--- config.mk ---
export PLATFORM = sky130hd
export DESIGN_NAME = counter_ctrl
export DESIGN_NICKNAME = d
export VERILOG_FILES = /design/src/rtl/counter_ctrl_pkg.sv /design/src/rtl/counter_core.sv /design/src/rtl/counter_ctrl.sv
export SDC_FILE = /design/constraint.sdc
export NUM_CORES = 1
export LEC_CHECK = 0
export CORE_ASPECT_RATIO = 0.6
export CORE_MARGIN = 1.5
export CORE_UTILIZATION = 55
export DETAILED_ROUTE_END_ITERATION = 16
export PLACE_DENSITY_LB_ADDON = 0.2
export SYNTH_ARGS = -nofsm -noshare
export SYNTH_HDL_FRONTEND = slang
export SYNTH_SLANG_ARGS = --single-unit
--- constraint.sdc ---
create_clock -name clk -period 3.5 [get_ports clk]
set_clock_uncertainty 0.1 [all_clocks]
set_input_delay 1.05 -clock clk [delete_from_list [all_inputs] [get_ports clk]]
set_output_delay 1.05 -clock clk [all_outputs]
set_load 0.01 [all_outputs]
--- src/rtl/counter_ctrl_pkg.sv ---
`default_nettype none
// ============================================================================
// Module   : counter_ctrl_pkg
// Brief    : Shared state encoding and default widths for counter_ctrl.
// Revision : 1.0
// ============================================================================
package counter_ctrl_pkg;

   localparam int c_default_width  = 4;
   localparam int c_default_pcnt_w = 8;

   typedef enum logic [1:0] {
      IDLE   = 2'd0,
      RUN    = 2'd1,
      PAUSED = 2'd2,
      DONE   = 2'd3
   } state_t;

endpackage
`default_nettype wire

--- src/rtl/counter_core.sv ---
`default_nettype none
// ============================================================================
// Module   : counter_core
// Brief    : WIDTH-bit up counter with synchronous clear, enable and wrap.
// Revision : 1.0
// ============================================================================
module counter_core
   import counter_ctrl_pkg::*;
#(
   parameter int WIDTH = c_default_width
) (
   input  logic             clk,
   input  logic             reset,
   input  logic             clear,
   input  logic             enable,
   input  logic [WIDTH-1:0] limit,
   output logic [WIDTH-1:0] count,
   output logic             at_limit
);

   assign at_limit = (count == limit);

   always_ff @(posedge clk) begin
      if (reset || clear) begin
         count <= '0;
      end else if (enable) begin
         count <= at_limit ? '0 : count + 1'b1;
      end
   end

endmodule
`default_nettype wire

--- src/rtl/counter_ctrl.sv ---
`default_nettype none
// ============================================================================
// Module   : counter_ctrl
// Brief    : One-shot / periodic counter controller with pause, abort and
//            saturating period counter.
// Revision : 1.0
// ============================================================================
module counter_ctrl
   import counter_ctrl_pkg::*;
#(
   parameter int WIDTH  = c_default_width,
   parameter int PCNT_W = c_default_pcnt_w
) (
   input  logic              clk,
   input  logic              reset,
   input  logic              start,
   input  logic              pause,
   input  logic              abort,
   input  logic              mode,
   input  logic [WIDTH-1:0]  limit,
   output logic [WIDTH-1:0]  count,
   output logic              busy,
   output logic              done,
   output logic              tc,
   output logic [PCNT_W-1:0] periods
);

   state_t             r_state;
   logic [WIDTH-1:0]   r_limit_q;
   logic               r_mode_q;
   logic               r_busy;
   logic               r_done;
   logic               r_tc;
   logic [PCNT_W-1:0]  r_periods;

   logic               w_go;
   logic               w_run;
   logic               w_clear;
   logic               w_enable;
   logic               w_at_limit;

   // One-shot terminal count holds the counter; periodic lets it wrap.
   always_comb begin
      w_go     = start && ((r_state == IDLE) || (r_state == DONE));
      w_run    = (r_state == RUN) && !pause && !abort;
      w_clear  = abort || w_go;
      w_enable = w_run && !(w_at_limit && !r_mode_q);
   end

   counter_core #(
      .WIDTH (WIDTH)
   ) u_core (
      .clk      (clk),
      .reset    (reset),
      .clear    (w_clear),
      .enable   (w_enable),
      .limit    (r_limit_q),
      .count    (count),
      .at_limit (w_at_limit)
   );

   always_ff @(posedge clk) begin
      if (reset) begin
         r_state   <= IDLE;
         r_limit_q <= '0;
         r_mode_q  <= 1'b0;
         r_busy    <= 1'b0;
         r_done    <= 1'b0;
         r_tc      <= 1'b0;
         r_periods <= '0;
      end else begin
         r_tc <= 1'b0;
         if (abort) begin
            r_state <= IDLE;
            r_busy  <= 1'b0;
            r_done  <= 1'b0;
         end else begin
            case (r_state)
               IDLE, DONE: begin
                  if (start) begin
                     r_limit_q <= limit;
                     r_mode_q  <= mode;
                     r_periods <= '0;
                     r_state   <= RUN;
                     r_busy    <= 1'b1;
                     r_done    <= 1'b0;
                  end
               end
               RUN: begin
                  if (pause) begin
                     r_state <= PAUSED;
                  end else if (w_at_limit) begin
                     r_tc <= 1'b1;
                     if (r_periods != {PCNT_W{1'b1}}) begin
                        r_periods <= r_periods + 1'b1;
                     end
                     if (!r_mode_q) begin
                        r_state <= DONE;
                        r_busy  <= 1'b0;
                        r_done  <= 1'b1;
                     end
                  end
               end
               PAUSED: begin
                  if (!pause) begin
                     r_state <= RUN;
                  end
               end
               default: r_state <= IDLE;
            endcase
         end
      end
   end

   assign busy    = r_busy;
   assign done    = r_done;
   assign tc      = r_tc;
   assign periods = r_periods;

endmodule
`default_nettype wire

==> metrics.csv <==
metric,value,unit
wire_per_inst,16.5,µm
io_buffers,24,
antenna_found_initial,0,
initial_utilization,59.5,%
hold_buffers,0,
crit_type,in2reg,
critPathLaunchType,input pin,
yosys_most_used_dff,dfxtp_1,
synth_top_area_share,33.5,%
fp.dieArea,0.00271,mm²
routed_wl,3420,µm
power.switching,149,µW
fillers,178,
core-area,0.00221,mm²
grt_pass1_vias,1143,
utilization,73.5,%
cp.arrival,3.01,ns
numCtsBuffers,3,
dpl_worst_slack,0.338,ns
finalWeightedCongestion,0.815,
firstDrtPassIters,5,
die_x,66.2,µm
clock.fmax,0.343,GHz
status,"complete, no violations",
ys_seq_area_share,33.5,%
final_cell_mix,"24 x clkdlybuf4s50_1, 22 x dfxtp_1, 15 x nand2_1, 13 x nor2_1",
crit_path_end_kind,flip-flop,
fin_ws,0.588,ns
dp_cells,203,
drtIter0Drc,130,
grt_pass1_wl,5580,µm
synth_cell_types,43,
layout_commonest_cell,clkdlybuf4s50_1,
seq_power_share,48.1,%
cts_tree,done,
grt_max_degree,25,
clock_path_buffers,2,
yosys.area.top_type,dfxtp_1,
syn-num-nets,169,
fp-row-count,13,
p_leak,0.581,nW
worst_pin_slew,0.876,ns
ys_warn_count,0,
intPower,393,µW
grt_setup_unrepaired,false,
nets,192,
dp_hpwl,2430,µm
grtUsageTotal,28.4,%
register_area,440,µm²
stdcell_count,207,
critPathRequiredTime,3.60,ns
relSlewSlack,41.1,%
post_cts_resized,0,
num_antenna_cells,0,
syn_to_final_growth,23.6,%
synth-async-reset-ratio,0,%
synthesis.area,0.00132,mm²
vias,1333,
drv_cap,0,
cts_num_sinks,22,
fin_crit,2.91,ns
synth_area_leaders,"dfxtp_1 33%, mux2i_1 6.1%, o211ai_1 4.6%",
vdd_drop_max,0.200,mV
switching_share,27.5,%
power.density,333,mW/mm²
viasPerCell,6.44,
route.detailed.drc,0,
hp-class,reg2reg,
root_buffer,clkbuf_8,
multi_input_area,823,µm²
setup_violations,0,
die_h,40.9,µm
synth-seq-cells,22,
drive_gt1_share,6.78,%
combPwrFrac,17.0,%
cts_setup_buffers,0,
worstSkewPairLatency,0.27,ns
synth_edf_count,0,
drv_slew,0,
overflow,0,
ioPinCount,25,
final.setup.tns,0,ns
power.share.clock,34.9,%
antenna_left,0,
clk_pin_slew,0.08,ns
crit_fanout,13,
hold_ws,0.372,ns
final-hold-violation-count,0,
htreeDepth,1,
fin_crit_sh,83.2,%
syn_inst,155,
synth_area_per_cell,8.49,µm²
==> cells in the mapped netlist, drive strengths merged, types with 2 or more instances <==
library cell,n
dfxtp,22
nand2,15
nor2,13
mux2i,8
o211ai,8
clkbuf,7
a21oi,5
nand4,5
o21ai,5
a31oi,4
ha,4
inv,4
nand2b,4
nand3,4
or4,4
xor2,4
a211o,3
nand3b,3
o311ai,3
a211oi,2
and4,2
nand4b,2
nor2b,2
o31ai,2
or2,2
or3,2
or3b,2
==> layout make-up <==
type                       instances  share of cell area, %
sequential                        22                   27.1
multi-input combinational        121                   50.6
timing repair buffer              26                   15.7
inverter                           4                  0.923
tap                               30                   2.31
clock buffer                       4                   3.38
==> state kept, by name (all words and copies together) (netlist names) <==
register,flops
busy,1
done,1
r_state,2
tc,1
r_mode_q,1
u_core.count,4
periods,8
r_limit_q,4
==> final timing paths <==
path	startpoint	endpoint	slack, ns	cells past startpoint
worst max-delay path	pause	periods[0]	0.59	5
worst min-delay path	busy	busy	0.37	2
worst max register to register	r_state[1]	periods[0]	0.75	6
worst min register to register	busy	busy	0.37	2
==> worst max-delay path: stages <==
cell and delay (ns):
clkdlybuf4s50_1 0.48, nand2b_1 0.24, a211o_1 0.48, or4_1 0.58, a31oi_1 0.17
==> power by group through the flow <==
stage               combinational [mW]  clock [mW]  sequential [mW]
floorplan                       0.0634           0            0.266
global route                     0.101       0.202            0.261
CTS                             0.0910       0.187            0.261
detailed placement              0.0903           0            0.266
finish                          0.0923       0.189            0.261
global placement                0.0866           0            0.266
==> metrics by stage <==
step | total power [mW] | area, µm²
after floorplan | 0.329 | 1320
final | 0.542 | 1630
after global routing | 0.564 | 1630
after detailed placement | 0.357 | 1570
after global placement | 0.353 | 1570
after CTS | 0.538 | 1630
==> routing by layer <==
layer / GRT usage (%) / up-vias / share of wire (%)
met5: 0 / - / 0
met4: 6.12 / 0 / 0.73
met3: 6.59 / 5 / 7.7
met2: 47.0 / 57 / 44
met1: 38.8 / 633 / 47
li1: - / 638 / -
==> cells by family (layout without fill, tap and decap cells) <==
family,after synthesis,after routing,share of synthesized area (%)
and+or+nand+nor,64,64,26.8
AOI/OAI and AO/OA,41,41,23.2
DFF,22,22,33.5
buffers and inverters,12,34,3.99
muxes,8,8,6.08
adders and majority gates,4,4,3.80
xor gates and xnor gates,4,4,2.66
(Power assumes the default switching activity.)
